[src/rtl/counter_top_pkg.sv]
// counter_top_pkg: shared constants for the register-mapped event counter.
// Register addresses are byte addresses on the local register bus.
// Bit indices locate fields within the CR and SR words.
package counter_top_pkg;

  // Default counter width; the OVF flag sits just above the count in SR.
  localparam int CNT_W_DEFAULT = 3;

  // Register map.
  localparam int unsigned CR_ADDR = 32'h000;
  localparam int unsigned SR_ADDR = 32'h004;

  // Field positions.
  localparam int CR_PULSE_BIT = 0;
  localparam int CR_CLR_BIT   = 1;
  localparam int SR_OVF_BIT   = 3;

endpackage

[src/rtl/counter_core.sv]
// counter_core: CNT_W-bit modulo counter with increment and clear inputs.
// Latency: count updates on the edge after inc_i; wrap_o is combinational and
// is high for exactly the cycle in which an increment takes all-ones to zero.
module counter_core
  import counter_top_pkg::*;
#(
  parameter int CNT_W = CNT_W_DEFAULT
) (
  input  logic             clk_i,
  input  logic             rst_i,
  input  logic             inc_i,
  input  logic             clr_i,
  output logic [CNT_W-1:0] cnt_o,
  output logic             wrap_o
);

  logic [CNT_W-1:0] cnt_q;
  logic [CNT_W-1:0] cnt_d;

  // Next count: clear dominates increment, increment wraps modulo 2^CNT_W.
  always_comb begin
    cnt_d = cnt_q;
    if (clr_i) begin
      cnt_d = '0;
    end else if (inc_i) begin
      cnt_d = cnt_q + 1'b1;
    end
  end

  // Count register with synchronous reset.
  always_ff @(posedge clk_i) begin
    if (rst_i) begin
      cnt_q <= '0;
    end else begin
      cnt_q <= cnt_d;
    end
  end

  assign cnt_o  = cnt_q;
  assign wrap_o = inc_i & ~clr_i & (&cnt_q);

endmodule

[src/rtl/counter_top_regs.sv]
// counter_top_regs: register-bus front end for the event counter (CR at 0x000,
// SR at 0x004). Single-cycle bus, no wait states; rdata is registered and held.
// Optional feature macro: COUNTER_TOP_STICKY_OVF_EN enables the sticky OVF flag.
module counter_top_regs
  import counter_top_pkg::*;
#(
  parameter int CNT_W  = CNT_W_DEFAULT,
  parameter int ADDR_W = 10,
  parameter int DATA_W = 32
) (
  input  logic              clk,
  input  logic              rst,
  input  logic              wr_en,
  input  logic              rd_en,
  input  logic [ADDR_W-1:0] addr,
  input  logic [DATA_W-1:0] wdata,
  output logic [DATA_W-1:0] rdata,
  output logic              overflow
);

  logic              cr_sel;
  logic              sr_sel;
  logic              cr_wr;
  logic              sr_wr;
  logic              clr_q;
  logic              clr_d;
  logic              pulse_q;
  logic              pulse_d;
  logic              ovf;
  logic              wrap;
  logic [CNT_W-1:0]  cnt;
  logic [DATA_W-1:0] rd_val;
  logic [DATA_W-1:0] rdata_q;
  logic [DATA_W-1:0] rdata_d;

  assign cr_sel = (addr == ADDR_W'(CR_ADDR));
  assign sr_sel = (addr == ADDR_W'(SR_ADDR));
  assign cr_wr  = wr_en & cr_sel;
  assign sr_wr  = wr_en & sr_sel;

  // CR next state: CLR is a plain level; a pulse is only accepted when neither
  // the same write nor the current CLR level is clearing the counter.
  always_comb begin
    clr_d   = clr_q;
    pulse_d = 1'b0;
    if (cr_wr) begin
      clr_d   = wdata[CR_CLR_BIT];
      pulse_d = wdata[CR_PULSE_BIT] & ~wdata[CR_CLR_BIT] & ~clr_q;
    end
  end

  // Read mux samples pre-write state, so a simultaneous write is not visible.
  always_comb begin
    rd_val = '0;
    if (cr_sel) begin
      rd_val[CR_CLR_BIT] = clr_q;
    end else if (sr_sel) begin
      rd_val[CNT_W-1:0] = cnt;
      rd_val[CNT_W]     = ovf;
    end
    rdata_d = rd_en ? rd_val : rdata_q;
  end

  // Control and read-data registers; reset overrides any bus access.
  always_ff @(posedge clk) begin
    if (rst) begin
      clr_q   <= 1'b0;
      pulse_q <= 1'b0;
      rdata_q <= '0;
    end else begin
      clr_q   <= clr_d;
      pulse_q <= pulse_d;
      rdata_q <= rdata_d;
    end
  end

  counter_core #(
    .CNT_W (CNT_W)
  ) u_core (
    .clk_i  (clk),
    .rst_i  (rst),
    .inc_i  (pulse_q),
    .clr_i  (clr_q),
    .cnt_o  (cnt),
    .wrap_o (wrap)
  );

`ifdef COUNTER_TOP_STICKY_OVF_EN
  logic ovf_q;
  logic ovf_d;
  logic unused_wdata;

  // Sticky OVF: write-0 clears, a wrap in the same cycle takes priority.
  always_comb begin
    ovf_d = ovf_q;
    if (sr_wr && !wdata[CNT_W]) begin
      ovf_d = 1'b0;
    end
    if (wrap) begin
      ovf_d = 1'b1;
    end
  end

  // OVF flag register.
  always_ff @(posedge clk) begin
    if (rst) begin
      ovf_q <= 1'b0;
    end else begin
      ovf_q <= ovf_d;
    end
  end

  assign ovf          = ovf_q;
  assign unused_wdata = ^wdata;
`else
  logic unused_bits;

  // Without the sticky flag the counter still wraps, but nothing records it.
  assign ovf         = 1'b0;
  assign unused_bits = ^{wdata, wrap, sr_wr};
`endif

  assign rdata    = rdata_q;
  assign overflow = ovf;

endmodule

[config.mk]
export PLATFORM = sky130hd
export DESIGN_NAME = counter_top_regs
export DESIGN_NICKNAME = d
export VERILOG_FILES = /design/src/rtl/counter_top_pkg.sv /design/src/rtl/counter_core.sv /design/src/rtl/counter_top_regs.sv
export SDC_FILE = /design/constraint.sdc
export NUM_CORES = 1
export LEC_CHECK = 0
export CAP_MARGIN = 20
export CORE_ASPECT_RATIO = 0.75
export CORE_MARGIN = 2
export CORE_UTILIZATION = 28
export CTS_BUF_LIST = sky130_fd_sc_hd__clkbuf_8
export DETAILED_ROUTE_END_ITERATION = 7
export PLACE_DENSITY = 0.95
export SETUP_SLACK_MARGIN = 0.3
export SYNTH_ARGS = -nofsm -noshare
export SYNTH_HDL_FRONTEND = slang
export SYNTH_SLANG_ARGS = --single-unit
[constraint.sdc]
create_clock -name clk -period 2.8 [get_ports clk]
set_clock_uncertainty 0.2 [all_clocks]
set_input_delay 0.42 -clock clk [delete_from_list [all_inputs] [get_ports clk]]
set_output_delay 0.42 -clock clk [all_outputs]
set_load 0.005 [all_outputs]
# == Word level (Yosys, flattened, before mapping) ==
# Index checks and enable logic that the tools add are counted.
# word_totals
mem_bits_ro,0
latch_bits,0
n_memories,0
reg_bits,9
ram_bits,0
in_bits,46
# op_classes
reduce_logical,3
div,0
bitwise_logic,6
multipliers,0
n_shift,0
n_addsub,1
n_mux,4
n_lt_le_gt_ge,0
eq_ne,1
# op_table
cell,count
$eq A10 B3 Y1 const B,1
$logic_not A10 Y1,1
$reduce_or A2 Y1,2
$add A3 B1 Y3 const B,1
$and A1 B1 Y1,3
$mux W3,1
$not A1 Y1,3
$mux W1,2
$mux W2,1

# == Longest topological paths before layout ==
# Gate-level depths: netlist (run 1).
# logic_depth
depth_word,4
mapped_depth,4
mapped_depth_nobuf,4

# == Cells and area by module ==
# Synthesis (run 1) repeated with hierarchy kept, for this count alone.
# unflattened
cells_unflattened,68
hier_area_um2,626.9
# by_module_without_submodules
mod,cells_each,seq_area_each_um2,area_each_um2,instances
counter_top_regs,56,100.1,483.0,1
counter_core,12,60.1,143.9,1

# == Least setup slack after synthesis (run 1) ==
# Ideal clock, no wire load.
# synth_timing
path_type,input port to flip-flop
start,input port addr[7]
end,register rdata_q[1] (netlist: rdata[1])
required_time_ns,2.504
arrival_ns,1.077
path_stages,3
n_path_buf,0
setup_slack_ns,1.428
cell_sequence,nor4_4 nand3_2 o41ai_2
# synth_between
elab_chain_len,3
# synth_lines
item,line,source
"start, declared",counter_top_regs.sv:15,"input logic [ADDR_W-1:0] addr,"
$eq A10 B3 Y1,counter_top_regs.sv:37,assign sr_sel = (addr == ADDR_W'(SR_ADDR));
$mux W3,counter_top_regs.sv:57,end else if (sr_sel) begin
$mux W1 (*),counter_top_regs.sv:55,if (cr_sel) begin
"end signal, assigned",counter_top_regs.sv:73,rdata_q <= rdata_d;
"end, declared",counter_top_regs.sv:33,logic [DATA_W-1:0] rdata_q;
# Every way passes the cells marked *; elsewhere a longest branch is shown, timed or not.
# A chain may end at the register's enable or synchronous reset.

# == Final worst setup path (run 1) ==
# Same ends and word-level chain as after synthesis.

==> results of run 1 <==
-- worst max-delay path: cells and delay by family --
| family | cells | cell delay (ns) |
|---|---|---|
| buffers and inverters | 1 | 0.46 |
| AO/OA/AOI/OAI | 1 | 0.30 |
| AND/OR/NAND/NOR | 2 | 0.49 |
-- cell usage after synthesis --
library cell,number
nor4_4,1
dfxtp_1,8
nor2_1,1
and3b_2,1
nand4_1,1
xnor2_1,1
ha_1,1
nand3_2,1
clkbuf_1,1
o32ai_1,2
o41ai_2,1
mux2i_1,3
buf_4,30
xor2_1,1
inv_1,4
nor4b_1,1
conb_1,1
nand2_1,3
nor3_4,1
nand3_1,3
nor2b_1,2
nor3_1,3
-- per-stage QoR --
step	instance area, sq um	util [%]	std cells	hold WS [ns]
floorplan	741	-	100	0.264
global placement	722	34.9	111	0.267
detailed placement	722	34.9	111	0.284
CTS	763	36.9	114	0.290
global route	763	36.9	114	0.311
finish	763	36.9	114	0.284
-- layout make-up --
type                            count  share of cell area (%)
Multi-Input combinational cell     57                    44.1
Timing Repair Buffer               18                    23.6
Sequential cell                     8                    21.0
Clock buffer                        3                    5.41
Tap cell                           24                    3.93
Inverter                            4                    1.97
-- per-layer routing --
metal	global-route usage [%]	up-vias
met4	1.36	0
li1	-	217
met3	6.30	0
met5	0	-
met1	8.17	211
met2	16.9	29
-- logic make-up after synthesis --
kind of cell    count (synthesis)
fa+ha+maj                       1
other cells                     1
simple gates                   18
buf+inv                        35
flops                           8
compound gates                  3
xor+xnor                        2
mux                             3
-- power by group through the flow --
| stage | combinational (W) | clock, W | sequential (W) |
|---|---|---|---|
| floorplan | 0.0000470 | 0 | 0.000116 |
| global placement | 0.0000419 | 0 | 0.000116 |
| detailed placement | 0.0000428 | 0 | 0.000116 |
| CTS | 0.0000429 | 0.000136 | 0.000115 |
| global route | 0.0000480 | 0.000144 | 0.000114 |
| finish | 0.0000438 | 0.000132 | 0.000115 |
-- worst min path at each step --
stage / start / to / slack [ns]
after floorplan: u_core.cnt_o[2]$_SDFFE_PP0P_ / rdata[2]$_SDFFE_PP0P_ / 0.26
after global placement: rdata[2]$_SDFFE_PP0P_ / rdata[2]$_SDFFE_PP0P_ / 0.27
after detailed placement: u_core.cnt_o[2]$_SDFFE_PP0P_ / rdata[2]$_SDFFE_PP0P_ / 0.28
after CTS: u_core.cnt_o[2]$_SDFFE_PP0P_ / rdata[2]$_SDFFE_PP0P_ / 0.29
after global routing: rdata[0]$_SDFFE_PP0P_ / rdata[0]$_SDFFE_PP0P_ / 0.31
final: rdata[2]$_SDFFE_PP0P_ / rdata[2]$_SDFFE_PP0P_ / 0.28
-- sequential cells by signal, indices dropped and copies added (netlist names) --
register and cells:
u_core.cnt_o 3, rdata 3, clr_q 1, pulse_q 1
==> reports/summary.txt, run 1 <==
number of DRC markers in iteration 0: 11
Crit path largest cell delay: 0.46 ns
xor-xnor portion of the synthesized cell area: 2.77%
TritonRoute pass-1 iters: 6
fillers: 210
Fmax: 0.574 GHz
total CTS buffers: 3
Worst EP required: 2.72 ns
status: complete, but fails checks
Worst setup endpoint: rdata[1]$_SDFFE_PP0P_
DRC viols: 4
top cell type by total area after synthesis: buf_4
violated checks: DRC
std cell rows: 14
CP Data Arrival Time: 1.66 ns
post-synthesis instance total: 71
main combinational cell family by area after synthesis: buffers and inverters
post-CTS resize count: 0
r2r setup slk: 1.66 ns
setup ws final: 1.06 ns
Syn Area/Cell: 8.90 sq um
Clock transition at path regs: 0.04 ns
final setup TNS: 0 ns
area of the multi-input gates: 337 sq um
Final period util: 62.2%
# Max-Cap Violations: 0
maximum vdd drop: 0.210 mV
WL met3: 122 um
Slew Viols, Final: 0
Yosys top cell area share: 35.6%
Routability Congestion: 0.733
M1 WL: 368 um
Ant. Diodes: 0
Die Ht: 45.1 um
number of synthesized register bits: 8
number of global-route vias before repair: 373
Switch Pwr: 0.0000611 W
count of buffers from port buffering: 18
Min-Delay Path Depth: 2
Yosys warnings: 0
Simple-Gate Fraction of Synth Area: 20.6%
Synth Area in Adders: 1.98%
Worst setup SP type: input pin
RSZ-0062 raised after global routing: false
largest net degree at the start of global routing: 10
Reg2Reg Depth: 4
Post-Route WL: 1170 um
Reg area: 160 sq um
first-pass GRT wire length: 1650 um
Tot GR Track Use: 9.01%
CTS tree: done
Fin. Hold Viols: 0
Crit. End Element: flip-flop
capturing point of the worst reg2reg path: u_core.cnt_o[2]$_SDFFE_PP0P_
DR WL/cell: 10.3 um
post-synthesis mux area share: 4.75%
commonest non-fill, non-tap cells in the layout: conb_1, clkdlybuf4s50_1, dfxtp_1
via count: 457
clock root buffer: clkbuf_8
Clock Path Buffers: 2
post-synthesis compound-gate area fraction: 5.35%
cell area power density: 380 nW/um^2
Final nets: 139
Gate power share: 15.1%
DR vias/cell: 4.01
register share of total power: 39.5%
HP Class: flip-flop to flip-flop
Clk Latency, worst-skew pair: 0.22 ns
Cell Chain, Critical Path: clkdlybuf4s50_1, nor4_4, nand3_2, o41ai_2
Clock power frac: 45.4%
post-detail-place hpwl: 1040 um
minimum clock period: 1.74 ns
Synth Cell Area: 632 sq um
Crit Path Category: input pin to flip-flop
Ports: 79
initial antenna violation count: 0
Sw Ratio: 21.1%
P_int: 0.000229 W
CP Launch Point: addr[7]
setup bufs post-CTS: 0
commonest non-fill, non-tap cell in the layout: conb_1
leakage: 0.333 nW
sequential fraction of the synthesis area: 25.3%
distinct cell type count after synthesis: 22
r2r startpoint: u_core.cnt_o[0]$_SDFFE_PP0P_
starting density of the core: 30.6%
Core Area: 2070 sq um
final setup fails: 0
count of hold-fix buffers inserted at cts: 0
CP Max Fanout: 4
Tot Pwr: 0.000290 W
total die area: 2660 sq um
chip width: 58.9 um
Crit-path slowest cell: clkdlybuf4s50_1
Place WS: 0.814 ns
layout cells sized above 1: 8.89%
overflow left after global routing: 0
H-tree levels: 1
Layout area overhead: 20.8%
Synth area leaders: buf_4, dfxtp_1, mux2i_1
Routed Antenna Nets: 0
Top Layer Used: met3
metal2 WL: 680 um
clk sinks: 8
Note: power is estimated with default switching activity, not from simulation.
==> inputs of run 2 (changes only) <==
--- a/config.mk
+++ b/config.mk
@@ -8,10 +8,10 @@
 export CAP_MARGIN = 20
 export CORE_ASPECT_RATIO = 0.75
 export CORE_MARGIN = 2
-export CORE_UTILIZATION = 28
+export CORE_UTILIZATION = 26
 export CTS_BUF_LIST = sky130_fd_sc_hd__clkbuf_8
 export DETAILED_ROUTE_END_ITERATION = 7
-export PLACE_DENSITY = 0.95
+export PLACE_DENSITY = 0.91
 export SETUP_SLACK_MARGIN = 0.3
 export SYNTH_ARGS = -nofsm -noshare
 export SYNTH_HDL_FRONTEND = slang
==> constraint.sdc (replaced) <==
create_clock -name clk -period 1.8 [get_ports clk]
set_clock_uncertainty 0.2 [all_clocks]
set_input_delay 0.27 -clock clk [delete_from_list [all_inputs] [get_ports clk]]
set_output_delay 0.27 -clock clk [all_outputs]
set_load 0.005 [all_outputs]
==> run 2 against run 1 <==
  * Critical path type unchanged
  * The flow now finishes without violations
  * Global-route usage rose by 0.99 points
  * Critical endpoint is now rdata[0]$_SDFFE_PP0P_
  * Core utilization fell by 2.8 points
  * Via count fell by 3.7%
==> reports/summary.txt, run 2 (synthesis gave the netlist of run 1 again) <==
via count: 440 (-3.7%)
Die Ht: 46.7 um (+3.4%)
Tot GR Track Use: 10.0% (+0.99 points)
CP Launch Point: addr[1]
minimum clock period: 1.41 ns
Crit path largest cell delay: 0.45 ns (about the same)
Clk Latency, worst-skew pair: 0.23 ns (about the same)
commonest non-fill, non-tap cells in the layout: conb_1, clkdlybuf4s50_1, dfxtp_1
Final Cell Area: 787 sq um (+3.1%)
commonest non-fill, non-tap cell in the layout: conb_1
chip width: 60.9 um (+3.5%)
CP Max Fanout: 3 (-1)
DR WL/cell: 10.1 um (-1.6%)
post-detail-place hpwl: 1060 um (+2.0%)
Clock Path Buffers: 2 (unchanged)
largest net degree at the start of global routing: 10 (unchanged)
final setup fails: 0 (unchanged)
status: finished clean
Routability Congestion: 0.772 (+5.3%)
clk sinks: 8 (unchanged)
critical hold path startpoint: rdata[2]$_SDFFE_PP0P_
clock root buffer: clkbuf_8
Slew Viols, Final: 0 (unchanged)
cell area power density: 585 nW/um^2 (+54%)
# Max-Cap Violations: 0 (unchanged)
Post-Layout Cell Count: 126 (+11%)
Crit. End Element: flip-flop
maximum vdd drop: 0.206 mV (-1.5%)
Crit-path slowest cell: clkdlybuf4s50_1
layout cells sized above 1: 10.9% (+2.0 points)
DR vias/cell: 3.49 (-13%)
Worst EP required: 1.74 ns (-0.98 ns)
Cell Chain, Critical Path: clkdlybuf4s50_1, nor3_4, nand3_2, buf_4, o32ai_1
CTS tree: done
DRC viols: 0 (-4)
number of global-route vias before repair: 408 (+9.4%)
area of the multi-input gates: 337 sq um (unchanged)
total CTS buffers: 3 (unchanged)
total die area: 2840 sq um (+7.1%)
RSZ-0062 raised after global routing: false
Final period util: 78.2%
fillers: 248 (+18%)
HP Class: flip-flop to flip-flop
Placed Instances: 122 (+9.9%)
number of DRC markers in iteration 0: 10 (-1)
starting density of the core: 27.4% (-3.2 points)
Fin. Hold Viols: 0 (unchanged)
Fmax: 0.711 GHz
placed inst area: 742 sq um (+2.8%)
Reg area: 160 sq um (unchanged)
overflow left after global routing: 0 (unchanged)
CP Data Arrival Time: 1.34 ns (-0.32 ns)
Worst setup SP type: input pin
leakage: 0.369 nW (+11%)
Core Area: 2310 sq um (+12%)
Crit Path Category: input pin to flip-flop
Tot Pwr: 0.000461 W (+59%)
first-pass GRT wire length: 1860 um (+13%)
initial antenna violation count: 0 (unchanged)
H-tree levels: 1 (unchanged)
Ports: 79 (unchanged)
count of hold-fix buffers inserted at cts: 0 (unchanged)
count of buffers from port buffering: 18 (unchanged)
r2r startpoint: u_core.cnt_o[0]$_SDFFE_PP0P_
Routed Antenna Nets: 0 (unchanged)
Final nets: 141 (+1.4%)
fin util: 34.1% (-2.8 points)
Clock transition at path regs: 0.04 ns (about the same)
Post-Route WL: 1270 um (+8.7%)
std cell rows: 15 (+1)
TritonRoute pass-1 iters: 4 (-2)
Layout area overhead: 24.6%
Ant. Diodes: 0 (unchanged)
[run 2: path summary, 6_finish.rpt]
path / depth (start not counted) / slack (ns) / to
worst max-delay path: 5 / 0.39 / rdata[0]$_SDFFE_PP0P_
worst min register to register: 2 / 0.27 / rdata[2]$_SDFFE_PP0P_
worst min-delay path: 2 / 0.27 / rdata[2]$_SDFFE_PP0P_
worst max register to register: 4 / 0.61 / u_core.cnt_o[2]$_SDFFE_PP0P_
[run 2: routing by layer]
layer	track usage, %	vias to the layer above	share of wire (%)	routed length (um)
li1	-	217	-	-
met1	9.33	196	33	417
met2	18.9	27	55	699
met3	7.30	0	12	157
met4	0	0	0	0
met5	0	-	0	0
[run 2: metrics by stage]
stage / setup TNS [ns] / setup slack (ns) / hold slack, ns
after CTS: 0 / 0.336 / 0.273
after global placement: 0 / 0.0466 / 0.262
after global routing: 0 / 0.336 / 0.289
after floorplan: 0 / 0.578 / 0.187
after detailed placement: -0.0235 / -0.0235 / 0.269
final: 0 / 0.393 / 0.267
[run 2: layout make-up]
| class | instances | area share [%] |
|---|---|---|
| Sequential cell | 8 | 20.3 |
| Multi-Input combinational cell | 57 | 42.8 |
| Timing Repair Buffer | 20 | 24.3 |
| Inverter | 4 | 1.91 |
| Tap cell | 34 | 5.41 |
| Clock buffer | 3 | 5.25 |
[run 2: critical path, delay by kind of cell]
family	cells	cell delay [ns]
AO/OA/AOI/OAI	1	0.10
buffers and inverters	2	0.61
AND/OR/NAND/NOR	2	0.36
[run 2: what timing repair did]
item,4_1_cts,5_1_grt
buffers inserted,1,0
resized for setup,5,1
pin swaps,3,2
setup endpoints to repair,6,3
[run 2: power by group]
group          leakage, nW  internal, W  switching [W]  total [W]
Clock               0.0216     0.000145      0.0000701   0.000215
Sequential          0.0644     0.000178   0.0000000180   0.000178
Combinational        0.283    0.0000327      0.0000351  0.0000678
